File: config.mk
export PLATFORM = sky130hd
export DESIGN_NAME = time_entry
export DESIGN_NICKNAME = d
export VERILOG_FILES = /design/src/rtl/time_entry_pkg.sv /design/src/rtl/time_entry_key_edge.sv /design/src/rtl/time_entry.sv
export SDC_FILE = /design/constraint.sdc
export NUM_CORES = 1
export LEC_CHECK = 0
export BUFFER_PORTS_ARGS = -buffer_cell sky130_fd_sc_hd__buf_2
export CAP_MARGIN = 20
export CORE_MARGIN = 2
export CORE_UTILIZATION = 50
export CTS_BUF_LIST = sky130_fd_sc_hd__clkbuf_4 sky130_fd_sc_hd__clkbuf_8
export CTS_CLUSTER_SIZE = 12
export DETAILED_ROUTE_END_ITERATION = 6
export GPL_TIMING_DRIVEN = 0
export PLACE_DENSITY_LB_ADDON = 0.15
export SKIP_LAST_GASP = 1
export SYNTH_ARGS = -nofsm -noshare
export SYNTH_HDL_FRONTEND = slang
export SYNTH_SLANG_ARGS = --single-unit
export TNS_END_PERCENT = 10
File: constraint.sdc
create_clock -name clk -period 2.3 [get_ports clk]
set_clock_uncertainty 0.05 [all_clocks]
set_input_delay 0.46 -clock clk [delete_from_list [all_inputs] [get_ports clk]]
set_output_delay 0.46 -clock clk [all_outputs]
set_load 0.1 [all_outputs]
File: src/rtl/time_entry_pkg.sv
// time_entry_pkg: shared state type and sizing constants for the time entry block
package time_entry_pkg;
  typedef enum logic [1:0] {EMPTY, ENTRY, FULL, LOAD} state_t;
  localparam int DIGIT_W = 4;
  localparam int MAX_DIGITS = 3;
  localparam int MAX_TENS = 5;
endpackage

File: src/rtl/time_entry_key_edge.sv
// key_edge: registered rising-edge detector on the keypad strobe, history reset to 1
module key_edge (
  input  logic clk,
  input  logic clearn,
  input  logic i_key_valid,
  output logic o_rise
);
  logic r_prev;
  // history resets high so a key held through reset is never taken as a fresh press
  always_ff @(posedge clk or negedge clearn)
    if (!clearn) r_prev <= 1'b1;
    else r_prev <= i_key_valid;
  assign o_rise = i_key_valid & ~r_prev;
endmodule

File: src/rtl/time_entry.sv
// time_entry: keypad digit entry feeding a mod-6/mod-10 counter chain; TENS_LIMIT_EN caps seconds-tens at 5
module time_entry
  import time_entry_pkg::*;
(
  input  logic               clk,
  input  logic               clearn,
  input  logic               key_valid,
  input  logic [DIGIT_W-1:0] key_code,
  input  logic               start,
  input  logic               cancel,
  input  logic               counting,
  output logic [DIGIT_W-1:0] sec_ones,
  output logic [DIGIT_W-1:0] sec_tens,
  output logic [DIGIT_W-1:0] min_ones,
  output logic               load_n,
  output logic [1:0]         digit_cnt,
  output logic               key_err
);
  state_t r_state, w_next;
  logic [DIGIT_W-1:0] r_ones, r_tens, r_min, w_ones, w_tens, w_min;
  logic [1:0] r_cnt, w_cnt;
  logic r_load_n, r_err, w_err, w_rise, w_bad, w_tens_bad;

  key_edge u_key_edge (.clk(clk), .clearn(clearn), .i_key_valid(key_valid), .o_rise(w_rise));

`ifdef TENS_LIMIT_EN
  assign w_tens_bad = r_ones > DIGIT_W'(MAX_TENS);
`else
  assign w_tens_bad = 1'b0;
`endif
  assign w_bad = (key_code > 4'd9) || (r_state == FULL) || counting || w_tens_bad;

  // next state and digit shift; LOAD always drains, cancel beats start, start beats a key
  always_comb begin
    w_next = r_state;
    w_ones = r_ones;
    w_tens = r_tens;
    w_min  = r_min;
    w_cnt  = r_cnt;
    w_err  = 1'b0;
    if (r_state == LOAD || cancel) begin
      w_next = EMPTY;
      w_ones = '0;
      w_tens = '0;
      w_min  = '0;
      w_cnt  = '0;
      w_err  = (r_state == LOAD) && w_rise;
    end else if (start && !counting && r_state != EMPTY) begin
      w_next = LOAD;
    end else if (w_rise) begin
      if (w_bad) begin
        w_err = 1'b1;
      end else begin
        w_min  = r_tens;
        w_tens = r_ones;
        w_ones = key_code;
        w_cnt  = r_cnt + 2'd1;
        w_next = (r_cnt == 2'(MAX_DIGITS - 1)) ? FULL : ENTRY;
      end
    end
  end

  // state, digits and registered strobes; reset aborts any load in progress
  always_ff @(posedge clk or negedge clearn)
    if (!clearn) begin
      r_state  <= EMPTY;
      r_ones   <= '0;
      r_tens   <= '0;
      r_min    <= '0;
      r_cnt    <= '0;
      r_load_n <= 1'b1;
      r_err    <= 1'b0;
    end else begin
      r_state  <= w_next;
      r_ones   <= w_ones;
      r_tens   <= w_tens;
      r_min    <= w_min;
      r_cnt    <= w_cnt;
      r_load_n <= (w_next != LOAD);
      r_err    <= w_err;
    end

  assign sec_ones  = r_ones;
  assign sec_tens  = r_tens;
  assign min_ones  = r_min;
  assign digit_cnt = r_cnt;
  assign load_n    = r_load_n;
  assign key_err   = r_err;
endmodule

==> qor.yml <==
floorplanning:
  start_util: 0.5511
  row_count: 14
  io-pin-count: 26
  die_h_um: 45.22
  dieWidth_um: 45.22
  core_mm2: 0.001541
  fp.dieArea_mm2: 0.002045
synthesis:
  ys_ff_latch: 19
  syn_area_um2: 849.6
  synth_cells: 69
  ys_seq_area_frac: 0.5626
  synth_edf_count: 0
  synth_ff_type: "dfrtp_1"
  synth.avg_cell_area_um2: 12.31
  synth_cell_types: 29
  async_reset_ff_frac: 1.000
  syn_nets: 80
  yosysWarnings: 0
sta:
  hold_viol_final: 0
  drv_slew: 0
  tns_ns: 0
  worst_pin_slew_ns: 0.4677
  finalCritPeriodShare: 0.8659
  rsz0062_at_grt: "no"
  max_freq_ghz: 0.5021
  setup_viol_count_final: 0
  fin_crit_ns: 1.991
  slew_headroom: 0.6856
power:
  ir_drop_mv: 0.5057
  p_per_area_mw_per_mm2: 604.5
  swShare: 0.2833
  combPwrFrac: 0.147
  clkPwrFrac: 0.292
  seqPwrFrac: 0.561
  internal_power_mw: 0.4466
  p_leak_nw: 0.5253
  switching_power_mw: 0.1766
  finalPower_mw: 0.6232
clock_network:
  path_clk_slew_ns: 0.11
  cts_root_buffer: "clkbuf_4"
  cts_buffers: 3
  clock_latency_ns: 0.30
  cts_max_level: 1
  cts_tree: "yes"
  cts_sinks: 19
  max-clock-path-buffers: 2
  postCtsHoldBufs: 0
setup_path:
  arrival_ns: 2.14
  start_kind: "flip-flop"
  endpoint_kind: "flip-flop"
  critPathKind: "flip-flop to flip-flop"
  worstPathRequired_ns: 2.44
  critPathMaxFanout: 10
detailed_routing:
  wl_per_cell_um: 14.90
  drtIter0Drc: 10
  vias_per_cell: 6.009
  drtAntennaViolNets: 0
  first_pass_iters: 4
  vias: 685
  drc: 0
  routed_wl_um: 1699
place:
  dp_hpwl_um: 1248
  gp_congestion: 0.7381
  port-buffer-count: 25
outcome:
  status: "finished, final reports clean"
cells_and_area:
  nets: 110
  drive_gt1_frac: 0.3776
  num_antenna_cells: 0
  area_delta_synth_final_pct: 21.36
grt:
  grt_pass1_wl_um: 2773
  grt_usage: 0.1960
  grt.overflow.total: 0
  antenna_found_initial: 0
  grt_max_degree: 20
  first_global_vias: 649
worst_hold_path:
  hold_class: "input pin to async pin"
flow_run:
  maxCapViolCount: 0
==> sequential cells by signal, summed over array words and instances (netlist names) <==
name               cells
sec_ones               4
min_ones               4
digit_cnt              2
r_state                2
load_n                 1
u_key_edge.r_prev      1
sec_tens               4
key_err                1
==> timing repair <==
item                       in CTS  in global routing
setup endpoints to repair       0                  1
buffers inserted                0                  0
resized for setup               0                  1
==> layout make-up <==
type                            instances  area (um2)
Fill cell                             128       510.5
Multi-Input combinational cell         43       341.6
Timing Repair Buffer                   25       125.1
Buffer                                  4       25.02
Inverter                                3       11.26
Clock buffer                            4       30.03
Tap cell                               16       20.02
Sequential cell                        19       478.0
==> through the flow <==
| stage | instance area, um2 | setup WS, ns | hold WS (ns) | utilization | std cells |
|---|---|---|---|---|---|
| floorplan | 849.6 | 0.2901 | 0.1144 | - | 69 |
| global placement | 994.7 | 0.05333 | 0.3661 | 0.6453 | 110 |
| detailed placement | 994.7 | 0.03644 | 0.3662 | 0.6453 | 110 |
| CTS | 1025 | 0.2018 | 0.02912 | 0.6648 | 114 |
| global route | 1031 | 0.2308 | 0.05687 | 0.6688 | 114 |
| finish | 1031 | 0.3085 | 0.02119 | 0.6688 | 114 |
==> worst paths after layout <==
| check | end | start | slack, ns | depth (start not counted) |
|---|---|---|---|---|
| worst min register to register | min_ones[0] | min_ones[0] | 0.48 | 1 |
| worst max-delay path | sec_tens[3] | u_key_edge.r_prev | 0.31 | 5 |
| worst max register to register | sec_tens[3] | u_key_edge.r_prev | 0.31 | 5 |
| worst min-delay path | digit_cnt[0] | clearn | 0.02 | 1 |
| min in group clk | u_key_edge.r_prev | key_valid | 0.23 | 1 |
| max in group asynchronous | u_key_edge.r_prev | clearn | 1.86 | 1 |
==> metal layers <==
layer	track usage	share of wire
met1	0.2292	0.43
met2	0.3257	0.49
met3	0.02800	0.051
met4	0.1412	0.024
met5	0	0
==> cells by family (layout without fill, tap and decap cells) <==
kind of cell,after synthesis,count (layout),share of synthesized area
AOI/OAI and AO/OA,26,26,0.2489
DFF,19,19,0.5626
and+or+nand+nor,16,16,0.1311
buffers and inverters,7,36,0.04270
adders and majority gates,1,1,0.01473
==> cells in the final DEF (no fill, tap or decap) <==
master    instances
dfrtp_1          17
o22ai_1           1
nand2_1           1
buf_2            27
or4b_1            1
o21a_1            1
nor3b_1           2
nor2b_1           2
o211ai_1          1
clkbuf_4          4
or3b_2            1
and3b_1           1
nand3b_1          2
o21ai_0           3
clkbuf_1          1
nand2b_1          1
o31a_1            1
buf_6             1
or3b_1            1
a22o_1            1
inv_1             3
or2_2             1
a21oi_1           4
nor2_1            1
ha_1              1
dfstp_2           2
a32o_1           13
nor4_2            1
o31ai_1           1
and3_1            1
==> cell usage after synthesis (all sizes together), types with 2 or more instances <==
cell type	n	area, um2
a21oi	4	20.02
a32o	13	130.1
buf	3	21.27
dfrtp	17	425.4
dfstp	2	52.55
inv	3	11.26
nand3b	2	15.01
nor2b	2	12.51
nor3b	2	15.01
o21ai	3	15.01
or3b	2	17.52
==> power by group through the flow <==
stage	sequential (mW)	clock [mW]	combinational, mW
CTS	0.350	0.188	0.0915
global route	0.351	0.198	0.100
floorplan	0.385	0	0.0314
global placement	0.356	0	0.0909
finish	0.350	0.182	0.0916
detailed placement	0.356	0	0.0913
==> critical path, cell delays in order, from the launching register on <==
cell and delay [ns]:
dfstp_2 0.39, or3b_1 0.39, or4b_1 0.50, buf_2 0.16
buf_6 0.14, a32o_1 0.25
Note: power is estimated with default switching activity, not from simulation.
